`config.mk`:
```
export PLATFORM = sky130hd
export DESIGN_NAME = wave_meas_flat
export DESIGN_NICKNAME = d
export VERILOG_FILES = /design/src/rtl/scope_pkg.sv /design/src/rtl/wave_meas_if.sv /design/src/rtl/wave_cross_det.sv /design/src/rtl/wave_meas.sv /design/src/flat_wrapper.sv
export SDC_FILE = /design/constraint.sdc
export NUM_CORES = 1
export LEC_CHECK = 0
export ABC_AREA = 0
export CAP_MARGIN = 5
export CORE_UTILIZATION = 64
export DETAILED_ROUTE_END_ITERATION = 16
export PLACE_DENSITY_LB_ADDON = 0.2
export REMOVE_ABC_BUFFERS = 1
export SLEW_MARGIN = 5
export SYNTH_ARGS = -nofsm -noshare
export SYNTH_HDL_FRONTEND = slang
export SYNTH_SLANG_ARGS = --single-unit
```
`constraint.sdc`:
```
create_clock -name clk -period 10.21 [get_ports clk]
set_clock_uncertainty 0.2 [all_clocks]
set_input_delay 1.5315 -clock clk [delete_from_list [all_inputs] [get_ports clk]]
set_output_delay 1.5315 -clock clk [all_outputs]
set_load 0.02 [all_outputs]
```
`src/rtl/scope_pkg.sv`:
```
// Shared types and constants for the waveform measurement block.
package scope_pkg;

  localparam int DW_DEFAULT = 12;
  localparam logic [DW_DEFAULT-1:0] MIDSCALE = {1'b1, {(DW_DEFAULT-1){1'b0}}};

  typedef enum logic {
    ACQ     = 1'b0,
    PUBLISH = 1'b1
  } state_t;

endpackage

```
`src/rtl/wave_meas_if.sv`:
```
// Sample stream in, measurement results out.
interface wave_meas_if #(
  parameter int DW    = 12,
  parameter int PER_W = 16
);
  logic             clear;
  logic             sample_valid;
  logic [DW-1:0]    sample_in;
  logic             meas_valid;
  logic [DW-1:0]    p2p_out;
  logic [DW-1:0]    bias_out;
  logic [PER_W-1:0] period_out;
  logic             period_ok;

  modport master (
    output clear, sample_valid, sample_in,
    input  meas_valid, p2p_out, bias_out, period_out, period_ok
  );

  modport slave (
    input  clear, sample_valid, sample_in,
    output meas_valid, p2p_out, bias_out, period_out, period_ok
  );
endinterface

```
`src/rtl/wave_cross_det.sv`:
```
// Rising-crossing detector with hysteresis; measures period in valid samples.
module wave_cross_det #(
  parameter int DW    = 12,
  parameter int PER_W = 16,
  parameter int HYST  = 8
) (
  input  logic             clk,
  input  logic             rst_n,
  input  logic             i_clear,
  input  logic             i_valid,
  input  logic             i_ack,
  input  logic [DW-1:0]    i_sample,
  input  logic [DW-1:0]    i_thr,
  output logic [PER_W-1:0] o_period,
  output logic             o_period_new,
  output logic             o_saturated
);

  localparam logic [DW-1:0] HYST_V = DW'(HYST);
  localparam logic [DW-1:0] TOP_V  = '1;

  logic             r_armed;
  logic             r_prior;
  logic [PER_W-1:0] r_cnt;
  logic [PER_W-1:0] r_period;
  logic             r_new;
  logic             r_sat;

  logic [DW-1:0]    w_lo;
  logic [DW-1:0]    w_hi;
  logic             w_below;
  logic             w_cross;
  logic             w_cnt_max;
  logic [PER_W-1:0] w_cnt_inc;

  // Band edges clamp to the code range instead of wrapping.
  assign w_lo      = (i_thr < HYST_V) ? '0 : i_thr - HYST_V;
  assign w_hi      = (i_thr > TOP_V - HYST_V) ? TOP_V : i_thr + HYST_V;
  assign w_below   = i_sample < w_lo;
  assign w_cross   = r_armed && (i_sample >= w_hi);
  assign w_cnt_max = &r_cnt;
  assign w_cnt_inc = w_cnt_max ? r_cnt : r_cnt + 1'b1;

  always_ff @(posedge clk) begin
    if (!rst_n) begin
      r_armed  <= 1'b0;
      r_prior  <= 1'b0;
      r_cnt    <= '0;
      r_period <= '0;
      r_new    <= 1'b0;
      r_sat    <= 1'b0;
    end else if (i_clear) begin
      r_armed <= 1'b0;
      r_prior <= 1'b0;
      r_cnt   <= '0;
      r_new   <= 1'b0;
    end else begin
      // A crossing on the publishing sample belongs to the next window.
      if (i_ack) r_new <= 1'b0;
      if (i_valid) begin
        if (w_cross) begin
          r_armed <= 1'b0;
          r_prior <= 1'b1;
          r_cnt   <= '0;
          if (r_prior) begin
            r_period <= w_cnt_inc;
            r_sat    <= w_cnt_max;
            r_new    <= 1'b1;
          end
        end else begin
          if (w_below) r_armed <= 1'b1;
          r_cnt <= w_cnt_inc;
        end
      end
    end
  end

  assign o_period     = r_period;
  assign o_period_new = r_new;
  assign o_saturated  = r_sat;

endmodule

```
`src/rtl/wave_meas.sv`:
```
// Windowed amplitude / bias / period measurement of a sample stream.
module wave_meas
  import scope_pkg::*;
#(
  parameter int DW       = DW_DEFAULT,
  parameter int WIN_LOG2 = 10,
  parameter int PER_W    = 16,
  parameter int HYST     = 8
) (
  input  logic      clk,
  input  logic      rst_n,
  wave_meas_if.slave bus
);

  localparam logic [DW-1:0] THR_RST = {1'b1, {(DW-1){1'b0}}};

  state_t              r_state;
  logic [WIN_LOG2-1:0] r_cnt;
  logic [DW-1:0]       r_min;
  logic [DW-1:0]       r_max;
  logic [DW-1:0]       r_thr;
  logic [DW-1:0]       r_p2p;
  logic [DW-1:0]       r_bias;
  logic [PER_W-1:0]    r_per;
  logic                r_ok;

  logic                w_accept;
  logic                w_last;
  logic [DW-1:0]       w_min;
  logic [DW-1:0]       w_max;
  logic [DW:0]         w_sum;
  logic [DW-1:0]       w_bias;
  logic [DW-1:0]       w_p2p;
  logic [PER_W-1:0]    w_period;
  logic                w_period_new;
  logic                w_saturated;
  logic                w_per_ok;

  assign w_accept = bus.sample_valid & ~bus.clear;
  assign w_last   = w_accept & (&r_cnt);
  assign w_min    = (bus.sample_in < r_min) ? bus.sample_in : r_min;
  assign w_max    = (bus.sample_in > r_max) ? bus.sample_in : r_max;
  assign w_sum    = {1'b0, w_max} + {1'b0, w_min};
  assign w_bias   = DW'(w_sum >> 1);
  assign w_p2p    = w_max - w_min;
  assign w_per_ok = w_period_new & ~w_saturated;

  wave_cross_det #(
    .DW    (DW),
    .PER_W (PER_W),
    .HYST  (HYST)
  ) u_cross (
    .clk          (clk),
    .rst_n        (rst_n),
    .i_clear      (bus.clear),
    .i_valid      (bus.sample_valid),
    .i_ack        (w_last),
    .i_sample     (bus.sample_in),
    .i_thr        (r_thr),
    .o_period     (w_period),
    .o_period_new (w_period_new),
    .o_saturated  (w_saturated)
  );

  // Results are registered on the last sample's edge so meas_valid (PUBLISH)
  // is high in the very next cycle; PUBLISH already accepts samples.
  always_ff @(posedge clk) begin
    if (!rst_n) begin
      r_state <= ACQ;
      r_cnt   <= '0;
      r_min   <= '1;
      r_max   <= '0;
      r_thr   <= THR_RST;
      r_p2p   <= '0;
      r_bias  <= '0;
      r_per   <= '0;
      r_ok    <= 1'b0;
    end else if (bus.clear) begin
      r_state <= ACQ;
      r_cnt   <= '0;
      r_min   <= '1;
      r_max   <= '0;
    end else if (w_last) begin
      r_state <= PUBLISH;
      r_p2p   <= w_p2p;
      r_bias  <= w_bias;
      r_thr   <= w_bias;
      r_ok    <= w_per_ok;
      if (w_per_ok) r_per <= w_period;
      r_cnt   <= '0;
      r_min   <= '1;
      r_max   <= '0;
    end else begin
      r_state <= ACQ;
      if (w_accept) begin
        r_min <= w_min;
        r_max <= w_max;
        r_cnt <= r_cnt + 1'b1;
      end
    end
  end

  assign bus.meas_valid = (r_state == PUBLISH);
  assign bus.p2p_out    = r_p2p;
  assign bus.bias_out   = r_bias;
  assign bus.period_out = r_per;
  assign bus.period_ok  = r_ok;

endmodule

```
`src/flat_wrapper.sv`:
```
// flat-port wrapper written by rule: the top's interface ports become plain ports
module wave_meas_flat import scope_pkg::*;
#(
  parameter int DW       = DW_DEFAULT,
  parameter int WIN_LOG2 = 10,
  parameter int PER_W    = 16,
  parameter int HYST     = 8
)
  (clk, rst_n, bus_clear, bus_sample_valid, bus_sample_in, bus_meas_valid, bus_p2p_out, bus_bias_out, bus_period_out, bus_period_ok);
  wave_meas_if #(.DW(DW), .PER_W(PER_W)) bus_i ();
  input  logic clk;
  input  logic rst_n;
  input wire logic [$bits(bus_i.clear)-1:0] bus_clear;
  input wire logic [$bits(bus_i.sample_valid)-1:0] bus_sample_valid;
  input wire logic [$bits(bus_i.sample_in)-1:0] bus_sample_in;
  output wire logic [$bits(bus_i.meas_valid)-1:0] bus_meas_valid;
  output wire logic [$bits(bus_i.p2p_out)-1:0] bus_p2p_out;
  output wire logic [$bits(bus_i.bias_out)-1:0] bus_bias_out;
  output wire logic [$bits(bus_i.period_out)-1:0] bus_period_out;
  output wire logic [$bits(bus_i.period_ok)-1:0] bus_period_ok;
  assign bus_i.clear = bus_clear;
  assign bus_i.sample_valid = bus_sample_valid;
  assign bus_i.sample_in = bus_sample_in;
  assign bus_meas_valid = bus_i.meas_valid;
  assign bus_p2p_out = bus_i.p2p_out;
  assign bus_bias_out = bus_i.bias_out;
  assign bus_period_out = bus_i.period_out;
  assign bus_period_ok = bus_i.period_ok;
  wave_meas #(.DW(DW), .WIN_LOG2(WIN_LOG2), .PER_W(PER_W), .HYST(HYST)) u_core (.clk(clk), .rst_n(rst_n), .bus(bus_i));
endmodule
```
==> Yosys cells after proc, flatten, opt, wreduce, memory -nomap -nowiden <==
Index checks and enable logic that the tools add are counted.
{ "op_classes": {"n_div": 0, "bitwise_logic": 6, "n_mul": 0, "magnitude_cmp": 6, "addsub": 6, "shifts": 0, "mux": 13, "reduce_logical": 11, "eq_ne": 0} }
{ "op_table": {"columns": ["op", "count"], "rows": [
  ["$mux W12", 4],
  ["$mux W16", 2],
  ["$lt A12 B12 Y1", 2],
  ["$add A16 B1 Y16 const B", 1],
  ["$reduce_and A16 Y1", 1],
  ["$add A12 B12 Y13", 1],
  ["$add A12 B4 Y12 const B", 1],
  ["$ge A12 B12 Y1", 1],
  ["$gt A12 B12 Y1", 1],
  ["$gt A12 B12 Y1 const B", 1],
  ["$lt A12 B4 Y1 const B", 1],
  ["$sub A12 B12 Y12", 1],
  ["$sub A12 B4 Y12 const B", 1],
  ["$add A10 B1 Y10 const B", 1],
  ["$reduce_and A10 Y1", 1],
  ["$mux W1", 7],
  ["$reduce_and A2 Y1", 3],
  ["$reduce_and A4 Y1", 1],
  ["$and A1 B1 Y1", 3],
  ["$not A1 Y1", 3],
  ["$reduce_and A3 Y1", 1],
  ["$reduce_or A3 Y1", 1],
  ["$reduce_bool A2 Y1", 1],
  ["$reduce_or A2 Y1", 1],
  ["$logic_and A1 B1 Y1", 1]
]} }
{ "totals": {"elab_cells": 57, "latch_bits": 0, "rom_bits": 0, "memories": 0, "reg_bits": 124, "ram_bits": 0, "output_inout_bits": 42, "inputBits": 16} }

==> Logic depth before layout (Yosys ltp) <==
{ "logic_depth": {"word_depth": 7, "ltp_mapped": 22, "depth_no_buf": 19} }

==> By module <==
A second synthesis with hierarchy kept.
{ "unflattened": {"cells_unflattened": 925, "hier_area_um2": 7430.9} }
{ "by_module_without_submodules": {"columns": ["module", "seq_area_each_um2", "instances", "cells_per_inst", "area_each_um2"], "rows": [
  ["wave_meas", 1541.5, 1, 595, 4763.3],
  ["wave_cross_det", 720.7, 1, 330, 2667.6]
]} }

==> Least setup slack after synthesis <==
No wires, ideal clock.
{ "synth_path": {"kind": "in2reg", "start": "in bus_sample_in[2]", "end": "reg u_core.r_bias[9] (netlist: u_core.bus.bias_out[9])", "t_required_ns": 9.948, "arrival_ns": 5.266, "stages": 20, "slack_ns": 4.682, "cell_sequence": "ha_1 -> a211oi_1 -> o21ai_1 -> a211oi_2 -> o21a_1 -> buf_4 -> clkbuf_1 -> nor2_1 -> a21oi_1 -> inv_1 -> ha_1 -> clkbuf_1 -> and2_1 -> or3b_2 -> mux2i_1 -> o21bai_1 -> nand2b_1 -> nand4_1 -> a2111o_1 -> nand3_1"} }
{ "synth_between": {"elab_chain_len": 3} }
{ "synth_lines": {"columns": ["item", "line", "source"], "rows": [
  ["start: declaration", "flat_wrapper.sv:15", "input wire logic [$bits(bus_i.sample_in)-1:0] bus_sample_in;"],
  ["$lt A12 B12 Y1", "wave_meas.sv:41", "assign w_min = (bus.sample_in < r_min) ? bus.sample_in : r_min;"],
  ["$mux W12", "wave_meas.sv:41", null],
  ["via u_core.w_min[3]", "wave_meas.sv:29", "logic [DW-1:0] w_min;"],
  ["$add A12 B12 Y13", "wave_meas.sv:43", "assign w_sum = {1'b0, w_max} + {1'b0, w_min};"],
  ["end signal: assignment", "wave_meas.sv:86", "r_bias <= w_bias;"],
  ["end: declaration", "wave_meas.sv:23", "logic [DW-1:0] r_bias;"]
]} }
The timed path passes the listed nets, and every way through them passes these cells.
A chain may end at the register's enable or synchronous reset.

==> Worst setup path in the final report <==
{ "layout_path": {"start": "in bus_sample_in[2]", "end": "reg u_core.r_p2p[11] (netlist: u_core.bus.p2p_out[11])"} }
{ "layout_between": {"elab_chain_len": 3} }
{ "layout_lines": {"columns": ["item", "line", "source"], "rows": [
  ["$lt A12 B12 Y1", "wave_meas.sv:41", null],
  ["$mux W12", "wave_meas.sv:41", null],
  ["via u_core.w_min[1]", "wave_meas.sv:29", null],
  ["$sub A12 B12 Y12", "wave_meas.sv:45", "assign w_p2p = w_max - w_min;"],
  ["end signal: assignment", "wave_meas.sv:85", "r_p2p <= w_p2p;"],
  ["end: declaration", "wave_meas.sv:22", "logic [DW-1:0] r_p2p;"]
]} }
The timed path passes the listed nets, and every way through them passes these cells.

==> metrics.cfg <==
[outcome]
run_status=finished clean

[clock_network]
cts.path.max_buffers=2
cts_hold_repair.buffers=0
h-tree-depth=4
postCtsResizedCells=0
tritoncts.num_buffers=17
worstSkewPairLatency_ns=0.43
clkSinkCount=113
postCtsSetupRepairBufs=0
cts_tree=yes
clock-root-buffer=clkbuf_16
clk_pin_slew_worst_paths_ns=0.05

[timing]
timing.setup.tns_ns=0
grt_setup_unrepaired=false
fmaxAchievable_mhz=155
setup_viol_count_final=0
final_max_slew_viol_count=0
worst-slew-pin-transition_ns=1.23
slew_headroom_pct=17.4
layout_worst_path_cycle_share_pct=63.2
final_hold_viol_count=0
timing.hold.ws_ns=0.250
period_minus_slack_ns=6.46

[finish]
net_count_final=1043
n_fill_cell=837
multi_input_area_sq_mm=0.00464
final-seq-area_sq_mm=0.00226
drive_gt1_share_pct=6.33
insertedDiodeCount=0
area_growth_pct=14.0

[floorplan]
die_w_microns=110
row_count=38
die-area_sq_mm=0.0120
boundaryPins=58
die_height_microns=110
design.core.area_sq_mm=0.0111
initial_utilization_pct=66.9

[flow_run]
max_cap_violations=0

[power_and_ir_drop]
power.internal_uw=871
p_comb_share_pct=16.4
p_total_uw=1200
peakVddDrop_v=0.000124
power.switching_fraction_pct=27.7
p_sw_uw=333
power_per_cell_area_mw_per_mm2=143
clock_share_of_power_pct=46.5
power_leakage_uw=0.00350
p_seq_share_pct=37.2

[worst_setup_path]
reg2reg_depth=18
r2r_slack_ns=5.05
critical_path.startpoint_type=input pin
crit_path_max_fanout=19
cp-startpoint=bus_sample_in[2]
crit_arrival_ns=6.61
critical_path.reg2reg.endpoint=u_core.bus.p2p_out[11]
critical_path_class=input pin to register
crit_path_end=u_core.bus.p2p_out[11]
regToRegStartpoint=u_core.r_min[2]
critPathCaptureType=register
critical_path_required_ns=10.36

[logic_synthesis]
ys_async_sr_fraction_pct=0
yosys.cell_types.count=66
synth_sequential_area_ratio_pct=30.5
synth_top_cell_by_area=dfxtp_1
synthesis.area_sq_mm=0.00741
post-synth-top-area-fraction_pct=30.5
synthFlopType=dfxtp_1
ys_seq_elements=113
post_synth_inst_count=931
yosys-top-cells-area=dfxtp_1 31%, ha_1 12%, nand2_1 5.7%, a21oi_1 5.4%, nor2_1 5.1%
synth_edf_count=0
count_of_yosys_warnings_during_synthesis=0
synth_area_per_cell_sq_um=7.96

[detailed_routing]
drt_pre_antenna_iters=6
finalWirelength_microns=19600
detail_route.drc_violations=0
ant_nets=0
detail_route.wl_per_cell_microns=17.7
route.detailed.vias_per_inst=6.25
routed-via-count=6895
initialDrtViolationCount=680

[global_routing]
overflow=0
grt.met2_usage_pct=50.3
top_usage_layer=met2
grt_start_max_net_pins=45
track_usage_pct=33.8
grt_first_pass_wirelength_microns=31000
gr-usage-met3_pct=7.53
grt_antenna_before_repair=0
gr-usage-met1_pct=47.0
first_global_vias=6341

[placement]
place_congestion=0.939
place.detailed.hpwl_microns=13800
placement.io_buffers=57

[hold_path]
hold_path.class=register to register

-- sequential cells by signal, indices dropped and copies added (netlist names), 10 cells and up --
signal                   flops
u_core.u_cross.r_cnt        16
u_core.bus.period_out       16
u_core.bus.p2p_out          12
u_core.r_min                12
u_core.bus.bias_out         12
u_core.r_max                12
u_core.r_cnt                10
u_core.u_cross.o_period     16
-- cell type report --
type / instances / area share [%]
clock buffers: 19 / 5.12
clock inverters: 11 / 1.39
inverters: 52 / 2.31
multi-input cells: 705 / 54.9
flip-flops and latches: 113 / 26.8
well taps: 140 / 2.07
repair buffers: 64 / 7.38
-- cell families after synthesis --
logic type      synth area share (%)
compound gates                  21.1
simple gates                    21.1
flops                           30.5
buf+inv                         6.87
xor+xnor                        5.67
fa+ha+maj                       12.6
mux                             2.21
-- worst min path at each step --
stage          slack, ns                         from  cells past startpoint                   endpoint
4_1_cts             0.25  u_core.u_cross.o_period[10]                      2  u_core.bus.period_out[10]
3_5_place_dp        0.24   u_core.u_cross.o_period[6]                      2   u_core.bus.period_out[6]
6_report            0.25  u_core.u_cross.o_period[10]                      2  u_core.bus.period_out[10]
3_3_place_gp        0.24   u_core.u_cross.o_period[0]                      2   u_core.bus.period_out[0]
5_1_grt             0.27   u_core.u_cross.o_period[5]                      2   u_core.bus.period_out[5]
2_1_floorplan       0.23   u_core.u_cross.o_period[0]                      2   u_core.bus.period_out[0]
-- cell usage after synthesis, types with 23 or more instances --
| cell type | number |
|---|---|
| o21ai_0 | 35 |
| a21oi_1 | 80 |
| xnor2_1 | 25 |
| a211oi_1 | 24 |
| nand3_1 | 34 |
| inv_1 | 52 |
| ha_1 | 73 |
| xor2_1 | 23 |
| nand2_1 | 112 |
| dfxtp_1 | 113 |
| clkbuf_1 | 39 |
| nor2_1 | 100 |
-- per-stage QoR --
stage | instances | cell area [sq um] | worst slack (ns) | utilization [%]
after floorplan | 870 | 7100 | 4.73 | -
after global placement | 1074 | 7900 | 3.68 | 71.3
after detailed placement | 1074 | 7900 | 3.47 | 71.3
after CTS | 1104 | 8450 | 3.84 | 76.3
after global routing | 1104 | 8450 | 3.46 | 76.3
final | 1104 | 8450 | 3.75 | 76.3
-- per-layer routing --
| metal | vias up | routed length [microns] | share of wire [%] |
|---|---|---|---|
| li1 | 3307 | - | - |
| met1 | 3247 | 8770 | 45 |
| met2 | 306 | 8630 | 44 |
| met3 | 35 | 1730 | 8.8 |
| met4 | 0 | 436 | 2.2 |
| met5 | - | 0 | 0 |
-- power groups by stage --
stage / combinational, uW / clock [uW] / sequential (uW)
6_report: 197 / 560 / 448
3_3_place_gp: 182 / 0 / 457
4_1_cts: 192 / 562 / 448
3_5_place_dp: 188 / 0 / 457
5_1_grt: 216 / 583 / 448
2_1_floorplan: 134 / 0 / 456
-- critical path, cell delays in order --
cell and delay, ns:
clkdlybuf4s50_1 0.63, ha_1 0.31, a211oi_1 0.26, o21ai_1 0.12, a211oi_2 0.33, o21a_1 0.60, mux2i_1 0.57, inv_1 0.18
ha_1 0.36, nor3_1 0.06, nor2_1 0.12, nor2_1 0.05, a311o_1 0.36, a311oi_2 0.36, o31ai_2 0.14, a21oi_2 0.16
mux2_1 0.33, o21ai_1 0.13
-- layout by cell type (no fill, tap or decap), drive strengths merged, types with 7 or more instances in the layout --
cell type      synthesis  final
o211ai                14     14
ha                    73     73
xor2                  23     23
dfxtp                113    113
clkbuf                39     19
nand2b                11     11
a21oi                 82     82
a21o                  18     18
clkdlybuf4s50          0     57
nor2                 100    100
a311oi                 7      7
inv                   52     51
o21ai                 40     40
nor3                  15     15
nand4                 11     11
buf                   22      7
nand2                112    112
and3                  19     19
xnor2                 25     25
a211oi                31     31
clkinv                 0      8
nand3                 34     34
mux2i                 13     13
No activity file was read; power rests on OpenSTA's default activity.
